[config.mk]
export PLATFORM = sky130hd
export DESIGN_NAME = multicycle_ctrl
export DESIGN_NICKNAME = d
export VERILOG_FILES = /design/src/rtl/multicycle_ctrl.sv
export SDC_FILE = /design/constraint.sdc
export NUM_CORES = 1
export LEC_CHECK = 0
export CAP_MARGIN = 0
export CORE_MARGIN = 1.5
export CORE_UTILIZATION = 25
export DETAILED_ROUTE_END_ITERATION = 7
export DONT_BUFFER_PORTS = 1
export GPL_ROUTABILITY_DRIVEN = 1
export PLACE_DENSITY = 0.41
export SETUP_SLACK_MARGIN = 0.05
export SLEW_MARGIN = 20
export SYNTH_ARGS = -nofsm -noshare
export SYNTH_HDL_FRONTEND = slang
export SYNTH_SLANG_ARGS = --single-unit
[constraint.sdc]
create_clock -name clock -period 1.7 [get_ports clock]
set_input_delay 0.34 -clock clock [delete_from_list [all_inputs] [get_ports clock]]
set_output_delay 0.34 -clock clock [all_outputs]
set_load 0.01 [all_outputs]
[src/rtl/multicycle_ctrl.sv]
// multicycle_ctrl: control FSM for a multicycle MIPS-style datapath.
// Sequences FETCH -> DECODE -> EXEC -> MEM -> WB and decodes each state's
// datapath strobes combinationally from state, Opcode, Function_opcode,
// Zero and mem_ready. Optional performance counters are enabled with the
// macro MULTICYCLE_PERF_CNT_EN.
// Ports:
//   clock, reset (async, active-high)
//   Opcode[5:0], Function_opcode[5:0], Zero, mem_ready -- decode inputs
//   state[2:0] -- FETCH=0 DECODE=1 EXEC=2 MEM=3 WB=4
//   PCWrite IRWrite MemRead MemWrite RegWrite IorD ALUSrcA Sftmd -- strobes
//   PCSource RegDST MemtoReg ALUSrcB ALUOp [1:0] -- mux selects / ALU op
//   cycle_cnt[31:0], instr_cnt[31:0] -- only with MULTICYCLE_PERF_CNT_EN
module multicycle_ctrl (
    input  logic       clock,
    input  logic       reset,
    input  logic [5:0] Opcode,
    input  logic [5:0] Function_opcode,
    input  logic       Zero,
    input  logic       mem_ready,
    output logic [2:0] state,
`ifdef MULTICYCLE_PERF_CNT_EN
    output logic [31:0] cycle_cnt,
    output logic [31:0] instr_cnt,
`endif
    output logic       PCWrite,
    output logic       IRWrite,
    output logic       MemRead,
    output logic       MemWrite,
    output logic       RegWrite,
    output logic       IorD,
    output logic       ALUSrcA,
    output logic       Sftmd,
    output logic [1:0] PCSource,
    output logic [1:0] RegDST,
    output logic [1:0] MemtoReg,
    output logic [1:0] ALUSrcB,
    output logic [1:0] ALUOp
);

    typedef enum logic [2:0] {
        S_FETCH  = 3'd0,
        S_DECODE = 3'd1,
        S_EXEC   = 3'd2,
        S_MEM    = 3'd3,
        S_WB     = 3'd4
    } state_t;

    state_t r_state;
    state_t w_next;

    logic w_rfmt, w_ifmt, w_lw, w_sw, w_beq, w_bne;
    logic w_j, w_jal, w_jr, w_shift;

    logic       w_pcwrite, w_irwrite, w_memread, w_memwrite;
    logic       w_regwrite, w_iord, w_alusrca, w_sftmd;
    logic [1:0] w_pcsource, w_regdst, w_memtoreg, w_alusrcb, w_aluop;

    assign w_rfmt = (Opcode == 6'b000000);
    assign w_ifmt = (Opcode[5:3] == 3'b001);
    assign w_lw   = (Opcode == 6'b100011);
    assign w_sw   = (Opcode == 6'b101011);
    assign w_beq  = (Opcode == 6'b000100);
    assign w_bne  = (Opcode == 6'b000101);
    assign w_j    = (Opcode == 6'b000010);
    assign w_jal  = (Opcode == 6'b000011);
    assign w_jr   = w_rfmt && (Function_opcode == 6'b001000);

    // sll/srl/sra and their variable-shift forms
    assign w_shift = (Function_opcode == 6'b000000) ||
                     (Function_opcode == 6'b000010) ||
                     (Function_opcode == 6'b000011) ||
                     (Function_opcode == 6'b000100) ||
                     (Function_opcode == 6'b000110) ||
                     (Function_opcode == 6'b000111);

    always_comb begin
        w_next     = S_FETCH;
        w_pcwrite  = 1'b0;
        w_irwrite  = 1'b0;
        w_memread  = 1'b0;
        w_memwrite = 1'b0;
        w_regwrite = 1'b0;
        w_iord     = 1'b0;
        w_alusrca  = 1'b0;
        w_sftmd    = 1'b0;
        w_pcsource = 2'd0;
        w_regdst   = 2'd0;
        w_memtoreg = 2'd0;
        w_alusrcb  = 2'd0;
        w_aluop    = 2'b00;
        case (r_state)
            S_FETCH: begin
                w_memread = 1'b1;
                w_alusrcb = 2'd1;
                if (mem_ready) begin
                    w_irwrite = 1'b1;
                    w_pcwrite = 1'b1;
                    w_next    = S_DECODE;
                end else begin
                    w_next = S_FETCH;
                end
            end
            S_DECODE: begin
                // branch target precomputed while the opcode is decoded
                w_alusrcb = 2'd3;
                if (w_j) begin
                    w_pcwrite  = 1'b1;
                    w_pcsource = 2'd2;
                end else if (w_jal) begin
                    w_pcwrite  = 1'b1;
                    w_pcsource = 2'd2;
                    w_regwrite = 1'b1;
                    w_regdst   = 2'd2;
                    w_memtoreg = 2'd2;
                end else if (w_jr) begin
                    w_pcwrite  = 1'b1;
                    w_pcsource = 2'd3;
                end else begin
                    w_next = S_EXEC;
                end
            end
            S_EXEC: begin
                w_alusrca = 1'b1;
                if (w_rfmt) begin
                    w_aluop = 2'b10;
                    w_sftmd = w_shift;
                    w_next  = S_WB;
                end else if (w_ifmt) begin
                    w_alusrcb = 2'd2;
                    w_aluop   = 2'b10;
                    w_next    = S_WB;
                end else if (w_lw || w_sw) begin
                    w_alusrcb = 2'd2;
                    w_next    = S_MEM;
                end else if (w_beq || w_bne) begin
                    w_aluop    = 2'b01;
                    w_pcsource = 2'd1;
                    w_pcwrite  = w_beq ? Zero : ~Zero;
                end
            end
            S_MEM: begin
                w_iord     = 1'b1;
                w_memread  = w_lw;
                w_memwrite = w_sw;
                if (!mem_ready)
                    w_next = S_MEM;
                else if (w_lw)
                    w_next = S_WB;
            end
            S_WB: begin
                w_regwrite = 1'b1;
                if (w_lw)
                    w_memtoreg = 2'd1;
                else if (w_rfmt)
                    w_regdst = 2'd1;
            end
            default: w_next = S_FETCH;
        endcase
    end

    always_ff @(posedge clock or posedge reset) begin
        if (reset)
            r_state <= S_FETCH;
        else
            r_state <= w_next;
    end

`ifdef MULTICYCLE_PERF_CNT_EN
    logic [31:0] r_cycle_cnt;
    logic [31:0] r_instr_cnt;

    always_ff @(posedge clock or posedge reset) begin
        if (reset) begin
            r_cycle_cnt <= 32'd0;
            r_instr_cnt <= 32'd0;
        end else begin
            r_cycle_cnt <= r_cycle_cnt + 32'd1;
            // an instruction retires whenever FETCH is re-entered
            if (r_state != S_FETCH && w_next == S_FETCH)
                r_instr_cnt <= r_instr_cnt + 32'd1;
        end
    end

    assign cycle_cnt = r_cycle_cnt;
    assign instr_cnt = r_instr_cnt;
`endif

    assign state = r_state;

    // reset must silence memory/register strobes immediately, even though
    // the state register alone would already sit in FETCH
    assign PCWrite  = w_pcwrite  & ~reset;
    assign IRWrite  = w_irwrite  & ~reset;
    assign MemRead  = w_memread  & ~reset;
    assign MemWrite = w_memwrite & ~reset;
    assign RegWrite = w_regwrite & ~reset;
    assign IorD     = w_iord     & ~reset;
    assign ALUSrcA  = w_alusrca  & ~reset;
    assign Sftmd    = w_sftmd    & ~reset;
    assign PCSource = reset ? 2'd0 : w_pcsource;
    assign RegDST   = reset ? 2'd0 : w_regdst;
    assign MemtoReg = reset ? 2'd0 : w_memtoreg;
    assign ALUSrcB  = reset ? 2'd0 : w_alusrcb;
    assign ALUOp    = reset ? 2'd0 : w_aluop;

endmodule
==> key figures, run 1 <==
Clock network
  – Clk_lat worst skew: 240 ps
  – Inserted Clock Buffers: 3
  – Clk sink count: 3
  – H-tree levels: 1
  – CTS root buf: clkbuf_4
  – CTS tree: done
  – Clock buffer depth: 2
  – Clock-pin slew on the worst setup and hold paths: 40 ps

Synth
  – Post-synth EDFFs: 0
  – Leading area contributor after synthesis: dfrtp_1
  – Yosys reg bits: 3
  – Most used DFF post-synth: dfrtp_1
  – Sequential share of the synthesized area: 17.1%
  – Dominant cells by area after synthesis: dfrtp_1 (17%), nor2_1 (8.5%), nor3_1 (6.8%)
  – Post-synthesis cell type count: 32
  – Synth top cells by count: nor2_1 (10), nand2_1 (6), nor3_1 (6)
  – Top-count cell post-synth: nor2_1
  – YS warnings: 0
  – Top-area cell type share of the netlist area: between 15 and 20%
  – Post-synth net total: 83
  – Syn Inst Count: 67
  – Synthesized cell area: 439 µm²
  – Async set-reset flop share out of synthesis: 100%
  – Mapped Avg Cell Area: approximately 6.6 µm²

Die
  – Row count: 14
  – Die area: 2020 µm²
  – Die Y: 44.9 µm
  – Core Region: 1580 µm²
  – Ports: 37
  – Die W: 44.9 µm
  – Starting density of the core: 27.9%

Critical path
  – Critical path class: input pin to primary output
  – Slowest CP cell: or3_4
  – Worst EP arrival: 1460 ps
  – Most used cell, CP: or3_4
  – Delay-heaviest family, CP: simple AND/OR/NAND/NOR gates
  – Max stage delay on crit path: around 370 ps
  – Crit-path cells: or3_4, nand2b_4, or3_4, o21bai_1
  – Max FO, Critical Path: 7
  – Crit end category: primary output
  – Critical Path RT: 1360 ps
  – Bufs and invs on worst path: 0
  – Critical Path Source Type: input pin

STA
  – Final-report hold violation count: 0
  – Slew HR: 75.1%
  – Final slew viol count: 0
  – Max Clock Skew: 6.20 ps
  – RSZ-0062 raised after global routing: yes
  – Period utilization: 106%
  – Min cycle time layout: 1800 ps
  – Worst-Margin Slew: 373 ps
  – Final setup TNS: -202 ps
  – Highest clock rate: 555 MHz
  – Final setup vio count: 2
  – Final worst slack: -103 ps

Drt
  – Residual DRC count: 0
  – Antenna-violating nets left: 0
  – Drt first pass iters: 4
  – Total routed wirelength: 1.55 mm
  – Via count: 604
  – Post-DR vias/cell: ~5.6
  – Routed wire length per instance: 14.3 µm
  – DR iter-0 viols: 18

Pwr
  – Pwr per Cell Area: 1000 nW/µm²
  – Worst vdd ir: 0.397 mV
  – P_leak: 0.327 nW
  – Final Power: 0.000826 W

Cells and area
  – Layout cells sized above 1: 62.0%
  – Inserted Diodes: 0
  – Layout area overhead: 87.2%
  – Max FFs per register: 3
  – Final core occ: 52.1%
  – Layout fillers: 171
  – Fin nets: 109

Place
  – DPL Wire Length: 1.19 mm
  – I/O Buffers: 0
  – Routability cong.: 0.767

Run status
  – Outcome: complete, but fails checks
  – Failing checks: setup timing

Flow run
  – Max_cap viols: 0

Global routing
  – Largest net degree at the start of global routing: 9
  – Grt total ovfl: 0
  – GRT Total Usage: 16.3%
  – First-pass GRT wire length: 2.45 mm
  – Vias in the first global route: 544
  – Initial antenna violation count: 0

Hold path
  – Worst Hold Class: input pin to register
==> power breakdown <==
part           switching, W  internal (W)
clock network     0.0000373     0.0000880
registers         0.0000645      0.000102
logic              0.000253      0.000282
total              0.000354      0.000471
==> worst paths after layout <==
check / start / endpoint / slack [ps] / depth (start not counted)
worst max register to register: state[0] / state[2] / 390 / 5
worst min register to register: state[2] / state[2] / 700 / 2
max in group asynchronous: reset / state[1] / 1090 / 2
min in group asynchronous: reset / state[0] / 440 / 2
worst min-delay path: mem_ready / state[0] / 290 / 3
worst max-delay path: Opcode[3] / PCSource[0] / -100 / 4
==> cells in the final DEF (no fill, tap or decap), types with 2 or more instances in the layout <==
cell       n
nor2_2     5
nand2_1    5
nor3_4     2
dfrtp_2    3
nand3_2    3
nor2_1     4
a31oi_1    2
o21ai_0    2
clkbuf_4   3
inv_1      3
nor3_1     3
buf_6      3
a21oi_1    2
buf_4     22
or3_4      2
==> logic make-up (layout without fill, tap and decap cells) <==
family	after synthesis	in the layout	synth area share [%]
and+or+nand+nor	39	39	46.7
buffers and inverters	9	34	8.83
DFF	3	3	17.1
AOI/OAI and AO/OA	15	15	25.4
xor gates and xnor gates	1	1	1.99
==> worst register-to-register path: stages (launching register included) <==
cell and delay [ps]:
dfrtp_2 440, buf_6 150, buf_4 110, nand2_1 40
o32a_1 290, nor3b_2 180
==> what timing repair did <==
| item | in CTS | in global routing |
|---|---|---|
| endpoints found under the hold margin | 3 | 0 |
| gates resized for setup | 10 | 16 |
| buffers inserted | 2 | 6 |
| hold buffers | 1 | 0 |
| endpoints found under the setup margin | 12 | 11 |
| pin swaps | 6 | 10 |
| cloned | 0 | 0 |
==> layer usage <==
layer / wire, µm / part of all wire (%) / GRT usage [%] / vias up
li1: - / - / - / 296
met1: 742 / 48 / 21.8 / 269
met2: 648 / 42 / 26.1 / 35
met3: 116 / 7.5 / 3.60 / 4
met4: 41 / 2.6 / 5.29 / 0
met5: 0 / 0 / 0 / -
==> final cells by class <==
type,instances,area [µm²],area share (%)
repair buffers,26,209,25.4
clock buffers,4,26.3,3.20
multi-input cells,55,473,57.5
flip-flops and latches,3,78.8,9.59
well taps,16,20.0,2.44
inverters,4,15.0,1.83
==> metrics by stage <==
step,hold WS [ps],area (µm²),cells,worst slack [ps]
global placement,117,627,95,-101
CTS,289,712,102,-103
floorplan,102,510,67,-99.5
finish,294,822,108,-103
global route,282,822,108,-143
detailed placement,114,627,95,-102
Note: power is estimated with default switching activity, not from simulation.
==> run 2: changes to the inputs <==
--- a/config.mk
+++ b/config.mk
@@ -6,7 +6,6 @@
 export NUM_CORES = 1
 export LEC_CHECK = 0
 export CAP_MARGIN = 0
-export CORE_MARGIN = 1.5
 export CORE_UTILIZATION = 25
 export DETAILED_ROUTE_END_ITERATION = 7
 export DONT_BUFFER_PORTS = 1
==> run 2 against run 1 <==
  * The flow still finishes with violations (setup timing)
  * Hold slack worse by 6.4 ps
  * Die area is 4.4% lower
  * First-iteration DRC count is 61% lower
  * Core utilization is 1.7 points higher
  * Combinational power is 3% higher
  * Critical path type unchanged
  * Highest routed layer is now met3
==> key figures, run 2 (same netlist as run 1, synthesis figures left out) <==
Critical path
  – Setup crit start: Opcode[3] (unchanged)
  – Path depth of the worst reg2reg path: 4 (was 5)
  – Reg-to-reg startpoint: state[0] (unchanged)
  – Critical Path Source Type: input pin (unchanged)
  – Crit end category: primary output (unchanged)
  – Crit-path cells: or3_4, nand2b_4, or3_4, a2111oi_4 (was or3_4, nand2b_4, or3_4, o21bai_1)
  – Max FO, Critical Path: 7 (unchanged)
  – Max stage delay on crit path: 360 ps (was 370 ps)
  – Most used cell, CP: or3_4 (unchanged)
  – Critical Path RT: 1360 ps (about the same)
  – Slowest CP cell: or3_4 (unchanged)
  – Worst setup endpoint: Sftmd (was PCSource[0])
  – Critical path class: input pin to primary output (unchanged)
  – R2R Path End: state[1] (was state[2])
  – Bufs and invs on worst path: 0 (unchanged)
  – Reg2Reg Setup Slack: 400 ps (was 390 ps)
  – Crit. path cell count: 4 (unchanged)
  – Worst EP arrival: 1460 ps (about the same)
  – Delay-heaviest family, CP: simple AND/OR/NAND/NOR gates (unchanged)

STA
  – RSZ-0062 raised after global routing: yes (unchanged)
  – Max Clock Skew: 2.24 ps (was 6.20 ps)
  – Slew HR: 70.5% (was 75.1%)
  – Final worst slack: -102 ps (was -103 ps)
  – Final-report hold violation count: 0 (unchanged)
  – Final slew viol count: 0 (unchanged)
  – Highest clock rate: 555 MHz (about the same)
  – Min cycle time layout: 1800 ps (about the same)
  – Worst-Margin Slew: 443 ps (was 373 ps)
  – Final setup vio count: 3 (was 2)
  – Final setup TNS: -168 ps (was -202 ps)
  – Period utilization: 106% (about the same)

Drt
  – Drt first pass iters: 5 (was 4)
  – Post-DR vias/cell: 5.63 (was 5.59)
  – DR iter-0 viols: 7 (was 18)
  – Top sig layer: met3 (was met4)
  – Total routed wirelength: 1.61 mm (was 1.55 mm)
  – WL met1: 743 µm (was 742 µm)
  – Antenna-violating nets left: 0 (unchanged)
  – WL met3: 124 µm (was 116 µm)
  – Total length of routed met2 wires: 739 µm (was 648 µm)
  – Routed wire length per instance: 15.0 µm (was 14.3 µm)
  – Residual DRC count: 0 (unchanged)
  – Via count: 602 (was 604)

Clock network
  – Clock-pin slew on the worst setup and hold paths: 40 ps (about the same)
  – H-tree levels: 1 (unchanged)
  – Clock buffer depth: 2 (unchanged)
  – CTS tree: done (unchanged)
  – Clk_lat worst skew: 240 ps (about the same)
  – Inserted Clock Buffers: 3 (unchanged)
  – Clk sink count: 3 (unchanged)
  – CTS root buf: clkbuf_4 (unchanged)

Pwr
  – Worst vdd ir: 0.545 mV (was 0.397 mV)
  – P_leak: 0.336 nW (was 0.327 nW)
  – Pwr per Cell Area: 1000 nW/µm² (about the same)

Cells and area
  – Commonest non-fill, non-tap cell in the layout: buf_4 (unchanged)
  – Commonest cells after routing, fill and taps aside: buf_4 (19), nand2_1 (5), buf_6 (5) (was buf_4 (22), nor2_2 (5), nand2_1 (5))
  – Fin nets: 108 (was 109)
  – Inserted Diodes: 0 (unchanged)
  – Max FFs per register: 3 (unchanged)
  – Fin area: 848 µm² (was 822 µm²)
  – Layout area overhead: 93.2% (was 87.2%)
  – Layout cells sized above 1: 65.9% (was 62.0%)

Flow run
  – Max_cap viols: 0 (unchanged)

Global routing
  – Largest net degree at the start of global routing: 9 (unchanged)
  – Grt total ovfl: 0 (unchanged)
  – GRT Total Usage: 18.2% (was 16.3%)
  – Vias in the first global route: 620 (was 544)
  – Initial antenna violation count: 0 (unchanged)
  – First-pass GRT wire length: 2.64 mm (was 2.45 mm)

Die
  – Die W: 43.9 µm (was 44.9 µm)
  – Die Y: 43.9 µm (was 44.9 µm)
  – Starting density of the core: 27.9% (unchanged)
  – Die area: 1930 µm² (was 2020 µm²)
  – Row count: 14 (unchanged)
  – Core Region: 1580 µm² (unchanged)
  – Ports: 37 (unchanged)

Hold path
  – Min-delay src: mem_ready (unchanged)
  – Worst Hold Class: input pin to register (unchanged)

Place
  – Placed cell area: 627 µm² (unchanged)
  – DPL Wire Length: 1.18 mm (was 1.19 mm)
  – I/O Buffers: 0 (unchanged)
  – Routability cong.: 0.760 (was 0.767)

Run status
  – Outcome: complete, but fails checks (unchanged)
  – Failing checks: setup timing (unchanged)
-- run 2: layout make-up --
cell class                 count  area, µm²
multi-input combinational     55        499
tap                           16       20.0
timing repair buffer          25        209
inverter                       4       15.0
fill                         165        728
clock buffer                   4       26.3
sequential                     3       78.8
-- run 2: how the worst min path moves through the flow --
| stage | to | slack [ps] | cells after the start |
|---|---|---|---|
| floorplan | state[0] | 100 | 1 |
| global placement | state[2] | 120 | 1 |
| detailed placement | state[2] | 120 | 1 |
| CTS | state[0] | 270 | 3 |
| global route | state[0] | 290 | 3 |
| finish | state[0] | 290 | 3 |
-- run 2: routing by layer --
metal | vias up | track usage, %
met5 | - | 0
met4 | 0 | 1.82
met3 | 0 | 9.17
met2 | 28 | 27.5
met1 | 282 | 24.2
li1 | 292 | -
-- run 2: repair_timing --
item,4_1_cts,5_1_grt
pin swaps,8,8
endpoints found under the hold margin,3,0
hold buffers,1,0
setup endpoints to repair,11,12
buffers inserted,4,4
resized for setup,16,19
-- run 2: power by group --
part | leakage [nW] | switching, W | internal (W)
Clock | 0.0150 | 0.0000456 | 0.0000885
Sequential | 0.0345 | 0.0000664 | 0.000102
Combinational | 0.287 | 0.000270 | 0.000278
Total | 0.336 | 0.000382 | 0.000469
-- run 2: metrics by stage --
stage | hold WS [ps] | setup WS, ps | instances | power, W | util (%)
after global routing | 288 | -149 | 107 | 0.000917 | 53.8
after floorplan | 102 | -99.5 | 67 | 0.000376 | -
after CTS | 272 | -104 | 103 | 0.000753 | 46.9
final | 288 | -102 | 107 | 0.000850 | 53.8
after global placement | 118 | -101 | 95 | 0.000520 | 39.8
after detailed placement | 121 | -103 | 95 | 0.000517 | 39.8
-- run 2: tightest hold or removal path, stage by stage --
cell	delay, ps
a21oi_1	40
o21ai_0	60
a31oi_1	50
